### src/rtl/hsv_core_pkg.sv
// Shared core types; holds the flush sequencer state encoding.
// Optional flush watchdog is enabled with HSV_FLUSH_WATCHDOG_EN.
package hsv_core_pkg;

    localparam int FLUSH_TARGET_W = 32;

    localparam logic [1:0] FLUSH_ST_IDLE  = 2'd0;
    localparam logic [1:0] FLUSH_ST_RAISE = 2'd1;
    localparam logic [1:0] FLUSH_ST_FALL  = 2'd2;

    typedef enum logic [1:0] {
        FLUSH_IDLE  = FLUSH_ST_IDLE,
        FLUSH_RAISE = FLUSH_ST_RAISE,
        FLUSH_FALL  = FLUSH_ST_FALL
    } flush_seq_state_t;

endpackage

### src/rtl/hsv_core_flush_watchdog.sv
// Per-phase timeout counter and stuck-stage capture for the flush sequencer.
// Only instantiated when HSV_FLUSH_WATCHDOG_EN is defined.
module hsv_core_flush_watchdog
    import hsv_core_pkg::*;
#(
    parameter int NUM_ACKS       = 9,
    parameter int TIMEOUT_CYCLES = 1024
) (
    input  logic                 clk_core,
    input  logic                 rst_core,
    input  flush_seq_state_t     state,
    input  flush_seq_state_t     state_next,
    input  logic [NUM_ACKS-1:0]  flush_acks,
    output logic                 expire,
    output logic                 timeout_o,
    output logic [NUM_ACKS-1:0]  stuck_mask_o
);

    localparam int CNT_W = (TIMEOUT_CYCLES > 2) ? $clog2(TIMEOUT_CYCLES) : 1;
    localparam logic [CNT_W-1:0] CNT_MAX = CNT_W'(TIMEOUT_CYCLES - 1);

    logic [CNT_W-1:0]    cnt_reg;
    logic [CNT_W-1:0]    cnt_next;
    logic                timeout_reg;
    logic [NUM_ACKS-1:0] stuck_reg;
    logic [NUM_ACKS-1:0] stuck_next;
    logic                in_phase;
    logic                exit_met;

    assign in_phase = (state != FLUSH_IDLE);
    assign exit_met = ((state == FLUSH_RAISE) && (&flush_acks)) ||
                      ((state == FLUSH_FALL)  && !(|flush_acks));

    // A normal exit in the terminal cycle takes priority over the timeout.
    assign expire = in_phase && (cnt_reg == CNT_MAX) && !exit_met;

    always_comb begin
        cnt_next = cnt_reg;
        if (state_next != state) begin
            cnt_next = '0;
        end else if (in_phase) begin
            cnt_next = cnt_reg + 1'b1;
        end
    end

    // Stuck stages: still low when waiting for rise, still high when waiting for fall.
    genvar gi;
    generate
        for (gi = 0; gi < NUM_ACKS; gi++) begin : g_stuck
            assign stuck_next[gi] = expire
                ? ((state == FLUSH_RAISE) ? ~flush_acks[gi] : flush_acks[gi])
                : stuck_reg[gi];
        end
    endgenerate

    always_ff @(posedge clk_core) begin
        if (rst_core) begin
            cnt_reg     <= '0;
            timeout_reg <= 1'b0;
            stuck_reg   <= '0;
        end else begin
            cnt_reg     <= cnt_next;
            timeout_reg <= expire;
            stuck_reg   <= stuck_next;
        end
    end

    assign timeout_o    = timeout_reg;
    assign stuck_mask_o = stuck_reg;

endmodule

### src/rtl/hsv_core_flush_sequencer.sv
// Core-wide flush handshake: raise flush_req until all stages ack, then wait for all acks to drop.
// Define HSV_FLUSH_WATCHDOG_EN to add a per-phase timeout with stuck-stage reporting.
module hsv_core_flush_sequencer
    import hsv_core_pkg::*;
#(
    parameter int NUM_ACKS       = 9,
    parameter int TIMEOUT_CYCLES = 1024
) (
    input  logic                       clk_core,
    input  logic                       rst_core,
    input  logic                       start_valid_i,
    output logic                       start_ready_o,
    input  logic [FLUSH_TARGET_W-1:0]  start_target_i,
    output logic                       flush_req,
    output logic [FLUSH_TARGET_W-1:0]  flush_target,
    input  logic [NUM_ACKS-1:0]        flush_acks,
    output logic                       busy_o,
    output logic                       done_o,
    output logic                       timeout_o,
    output logic [NUM_ACKS-1:0]        stuck_mask_o
);

    generate
        if (TIMEOUT_CYCLES < 2) begin : g_bad_cfg
            $error("hsv_core_flush_sequencer: TIMEOUT_CYCLES must be at least 2");
        end
    endgenerate

    flush_seq_state_t            state_reg;
    flush_seq_state_t            state_next;
    logic                        accept;
    logic                        done_next;
    logic                        wd_expire;
    logic                        ready_reg;
    logic                        busy_reg;
    logic                        req_reg;
    logic                        done_reg;
    logic [FLUSH_TARGET_W-1:0]   target_reg;

`ifdef HSV_FLUSH_WATCHDOG_EN
    hsv_core_flush_watchdog #(
        .NUM_ACKS       (NUM_ACKS),
        .TIMEOUT_CYCLES (TIMEOUT_CYCLES)
    ) u_watchdog (
        .clk_core     (clk_core),
        .rst_core     (rst_core),
        .state        (state_reg),
        .state_next   (state_next),
        .flush_acks   (flush_acks),
        .expire       (wd_expire),
        .timeout_o    (timeout_o),
        .stuck_mask_o (stuck_mask_o)
    );
`else
    assign wd_expire    = 1'b0;
    assign timeout_o    = 1'b0;
    assign stuck_mask_o = '0;
`endif

    assign accept = (state_reg == FLUSH_IDLE) && start_valid_i;

    always_comb begin
        state_next = state_reg;
        done_next  = 1'b0;
        case (state_reg)
            FLUSH_IDLE: begin
                if (start_valid_i) begin
                    state_next = FLUSH_RAISE;
                end
            end
            FLUSH_RAISE: begin
                if ((&flush_acks) || wd_expire) begin
                    state_next = FLUSH_FALL;
                end
            end
            FLUSH_FALL: begin
                if (!(|flush_acks) || wd_expire) begin
                    state_next = FLUSH_IDLE;
                    done_next  = 1'b1;
                end
            end
            default: begin
                state_next = FLUSH_IDLE;
            end
        endcase
    end

    // Outputs are registered from the next-state decode so they align with the state.
    always_ff @(posedge clk_core) begin
        if (rst_core) begin
            state_reg  <= FLUSH_IDLE;
            ready_reg  <= 1'b1;
            busy_reg   <= 1'b0;
            req_reg    <= 1'b0;
            done_reg   <= 1'b0;
            target_reg <= '0;
        end else begin
            state_reg <= state_next;
            ready_reg <= (state_next == FLUSH_IDLE);
            busy_reg  <= (state_next != FLUSH_IDLE);
            req_reg   <= (state_next == FLUSH_RAISE);
            done_reg  <= done_next;
            if (accept) begin
                target_reg <= start_target_i;
            end
        end
    end

    assign start_ready_o = ready_reg;
    assign busy_o        = busy_reg;
    assign flush_req     = req_reg;
    assign done_o        = done_reg;
    assign flush_target  = target_reg;

endmodule

### config.mk
export PLATFORM = sky130hd
export DESIGN_NAME = hsv_core_flush_sequencer
export DESIGN_NICKNAME = d
export VERILOG_FILES = /design/src/rtl/hsv_core_pkg.sv /design/src/rtl/hsv_core_flush_watchdog.sv /design/src/rtl/hsv_core_flush_sequencer.sv
export SDC_FILE = /design/constraint.sdc
export NUM_CORES = 1
export LEC_CHECK = 0
export CORE_ASPECT_RATIO = 1.1
export CORE_UTILIZATION = 35
export CTS_BUF_LIST = sky130_fd_sc_hd__clkbuf_8
export DETAILED_ROUTE_END_ITERATION = 10
export DONT_BUFFER_PORTS = 1
export HOLD_SLACK_MARGIN = 0.15
export PLACE_DENSITY_LB_ADDON = 0.08
export SETUP_SLACK_MARGIN = 0.1
export SLEW_MARGIN = 10
export SYNTH_ARGS = -nofsm -noshare
export SYNTH_HDL_FRONTEND = slang
export SYNTH_SLANG_ARGS = --single-unit
### constraint.sdc
create_clock -name clk_core -period 1.2 [get_ports clk_core]
set_input_delay 0.06 -clock clk_core [delete_from_list [all_inputs] [get_ports clk_core]]
set_output_delay 0.06 -clock clk_core [all_outputs]
set_load 0.01 [all_outputs]
==> metrics.md <==
| Metric | Value |
|---|---|
| Run status | finished, violations left |
| Violations in the final reports | negative hold slack, negative setup slack |
| First-pass GRT wire length | about 4400 um |
| Top cell types by occurrence after synthesis | sky130_fd_sc_hd__dfxtp_1 (38), sky130_fd_sc_hd__nor2_1 (34), sky130_fd_sc_hd__mux2i_1 (32) |
| Mean post-synth cell area | between 10 and 15 sq um |
| Number of enable flip-flop cells after synthesis | 0 |
| Final worst path period share | 103% |
| Floorplan die area | 4450 sq um |
| Hold crit path type | input port to register |
| Standard-cell rows | 24 |
| Number of flip-flops under the largest register name | 32 |
| Clock buffer count from CTS | 5 |
| Total standard cell area after synthesis | about 1500 sq um |
| Flip-flop and latch count after synthesis | 38 |
| Post-placement worst setup slack | -35.2 ps |
| Largest stage delay on the critical path | about 330 ps |
| Yosys synthesis warning count | 0 |
| DR vias | roughly 980 |
| DRC errors left | 0 |
| Total global routing track utilization | about an eighth |
| Library cell with the highest instance count after synthesis | sky130_fd_sc_hd__dfxtp_1 |
| WL/cell | approximately 14 um |
| Fraction of final layout cells sized beyond drive strength 1 | roughly 22% |
| Clock insertion delay at the later pin of the skew report | about 280 ps |
| Cell taking the most area after synthesis | sky130_fd_sc_hd__dfxtp_1 |
| Required time of the worst setup path | 1370 ps |
| Power density over cell area | 1550 nW/um^2 |
| CTS hold repair buffers | 2 |
| Register area | about 760 sq um |
| PnR worst setup slack | -34.3 ps |
| Buffers & Inverters on Critical Path | 2 |
| Overflow after GRT | 0 |
| Cell-by-cell trace of the critical path | nor3b_4 -> buf_4 -> clkbuf_16 -> mux2i_1 -> nor2_1 |
| Leakage | about 0.77 nW |
| Unrepaired setup endpoints after global routing | true |
| HPWL after detailed placement | roughly 1800 um |
| Post-route setup TNS | -207 ps |
| Count of fill cells added during filler insertion | 396 |
| Top FF cell, synth | sky130_fd_sc_hd__dfxtp_1 |
| Final setup fails | 17 |
| DR pass1 iterations | 3 |
| Initial standard-cell utilization of the core | 36.7% |
| Max-cap viol count | 0 |
| Post-synthesis cell type count | 21 |
| Maximum number of buffers from clock root to sink | 2 |
| Area of the core | about 4000 sq um |
| Placement-stage cell area | around 1500 sq um |
| Number of nets in the layout | between 150 and 200 |
| Peak supply drop | between 0.0005 and 0.0006 V |
| Gate count of the mapped netlist | 141 |
| Post-synth ARST share | 0% |
| Kind of critical path | register to register |
| Antenna diode count | 0 |
| Final Critical Period | ~1200 ps |
| Sinks on the clock net | 38 |
| Clock Root Buffer | sky130_fd_sc_hd__clkbuf_8 |
| Boundary pin count | 90 |
| Die W | roughly 64 um |
| Crit end category | register |
| Overall routed net length | around 2800 um |
| Post-Layout Inst Area | 1820 sq um |
| Final core utilization | approximately 46% |
| Die Y | 69.8 um |
| Layout-stage area growth over the synthesis result | 24.5% |
| Clock-pin slew on the worst setup and hold paths | around 70 ps |
| Starting DRT DRC Count | 38 |
| Post-synthesis sequential area ratio | 52.0% |
| Cell with the biggest individual delay on the critical path | sky130_fd_sc_hd__dfxtp_2 |
| Depth of the CTS H-tree | 2 |
| CTS tree | done |
| Fraction of post-synthesis cell area in the top cell type by area | around half |
| Area taken by multi-input logic gates | roughly 670 sq um |
| Number of antenna violations at the first check in global routing | 0 |
| Routability congestion estimate | ~0.64 |
| Final Hold Vio Count | 38 |
| Launching element type of the critical path | register |
| Final max-slew violation count | 0 |
| Antenna Violating Nets Remaining | 0 |
| Pin count of the biggest net entering global routing | 39 |
| Upper clock frequency limit | ~0.81 GHz |
| Vias in the first global route | roughly 950 |
| Largest clock skew in the final design | 3.64 ps |
| Hold Worst Slack | -156 ps |
| CP delay by family, top | flip-flops |
| Cell types occupying the most area after synthesis | sky130_fd_sc_hd__dfxtp_1 (52%), sky130_fd_sc_hd__mux2i_1 (22%), sky130_fd_sc_hd__nor2_1 (8.7%) |
| Count of input and output buffers | 0 |
| DR vias/cell | approximately 4.8 |
| Max FO, Critical Path | 5 |
| Critical path arrival | about 1400 ps |
[layout make-up]
class | count | area share [%]
Sequential cell | 38 | 41.9
Multi-Input combinational cell | 93 | 36.6
Tap cell | 52 | 3.57
Inverter | 1 | 0.343
Timing Repair Buffer | 14 | 11.6
Clock buffer | 8 | 6.04
[report_power, final]
| group | internal (mW) | total [mW] | switching, mW | leakage [nW] |
|---|---|---|---|---|
| Clock | 0.580 | 0.989 | 0.409 | 0.0575 |
| Sequential | 1.35 | 1.44 | 0.0934 | 0.313 |
| Combinational | 0.229 | 0.389 | 0.160 | 0.401 |
| Total | 2.16 | 2.82 | 0.663 | 0.772 |
[cell usage in the layout (no fill, tap or decap)]
cell type                         n
sky130_fd_sc_hd__mux2i_2          1
sky130_fd_sc_hd__dfxtp_2          2
sky130_fd_sc_hd__nor4_4           1
sky130_fd_sc_hd__nand2_1          1
sky130_fd_sc_hd__nand2_4          1
sky130_fd_sc_hd__clkbuf_16        1
sky130_fd_sc_hd__dlymetal6s4s_1   1
sky130_fd_sc_hd__or3b_4           1
sky130_fd_sc_hd__nor2_4           1
sky130_fd_sc_hd__dlygate4sd3_1    1
sky130_fd_sc_hd__dfxtp_1         36
sky130_fd_sc_hd__mux2i_1         31
sky130_fd_sc_hd__nor2b_1          1
sky130_fd_sc_hd__o32a_2           1
sky130_fd_sc_hd__inv_4            1
sky130_fd_sc_hd__buf_6            1
sky130_fd_sc_hd__or3_1            2
sky130_fd_sc_hd__nor3b_4          1
sky130_fd_sc_hd__conb_1          10
sky130_fd_sc_hd__buf_4            5
sky130_fd_sc_hd__nand3_1          1
sky130_fd_sc_hd__o32ai_1          1
sky130_fd_sc_hd__or4_4            1
sky130_fd_sc_hd__nand4_1          1
sky130_fd_sc_hd__nor3_1           1
sky130_fd_sc_hd__nor2_1          33
sky130_fd_sc_hd__buf_12           3
sky130_fd_sc_hd__clkbuf_8         8
sky130_fd_sc_hd__buf_16           2
sky130_fd_sc_hd__o22ai_2          3
[per-stage QoR]
step                      std cells  hold slack, ps  total power, mW
after floorplan                 150             207             1.73
final                           206            -156             2.82
after global routing            206            -178             2.96
after global placement          188             136             1.73
after detailed placement        188             140             1.74
after CTS                       204            -169             2.83
[metal layers]
| metal | track usage [%] | wire [um] | part of all wire, % |
|---|---|---|---|
| met1 | 14.8 | 1150 | 40 |
| met2 | 20.2 | 1350 | 48 |
| met3 | 6.25 | 288 | 10 |
| met4 | 6.06 | 48 | 1.7 |
| met5 | 0 | 0 | 0 |
[worst paths after layout]
kind | startpoint | to | slack, ps | cells past startpoint
min | rst_core | flush_target[9] | -160 | 1
min reg2reg | flush_target[21] | flush_target[21] | 550 | 2
max | state_reg[0] | flush_target[27] | -30 | 5
max reg2reg | state_reg[0] | flush_target[27] | -30 | 5
[cell families after synthesis]
group / count (synthesis) / share of synthesized area [%]
simple gates: 46 / 15.0
flops: 38 / 52.0
mux: 32 / 21.9
buf+inv: 19 / 8.29
compound gates: 5 / 2.65
other cells: 1 / 0.256
[worst register-to-register path, delay by kind of cell (launching register included)]
family / cells / cell delay (ps)
DFF: 1 / 330
muxes: 1 / 180
buffers and inverters: 2 / 330
and+or+nand+nor: 2 / 290
[repair_timing]
action / CTS / global route
buffers inserted: 4 / 1
pin swaps: 1 / 6
gates cloned: 2 / 1
hold endpoints to repair: 38 / 38
setup endpoints to repair: 34 / 37
resized for setup: 7 / 9
Power figures use the tool's default switching activity.
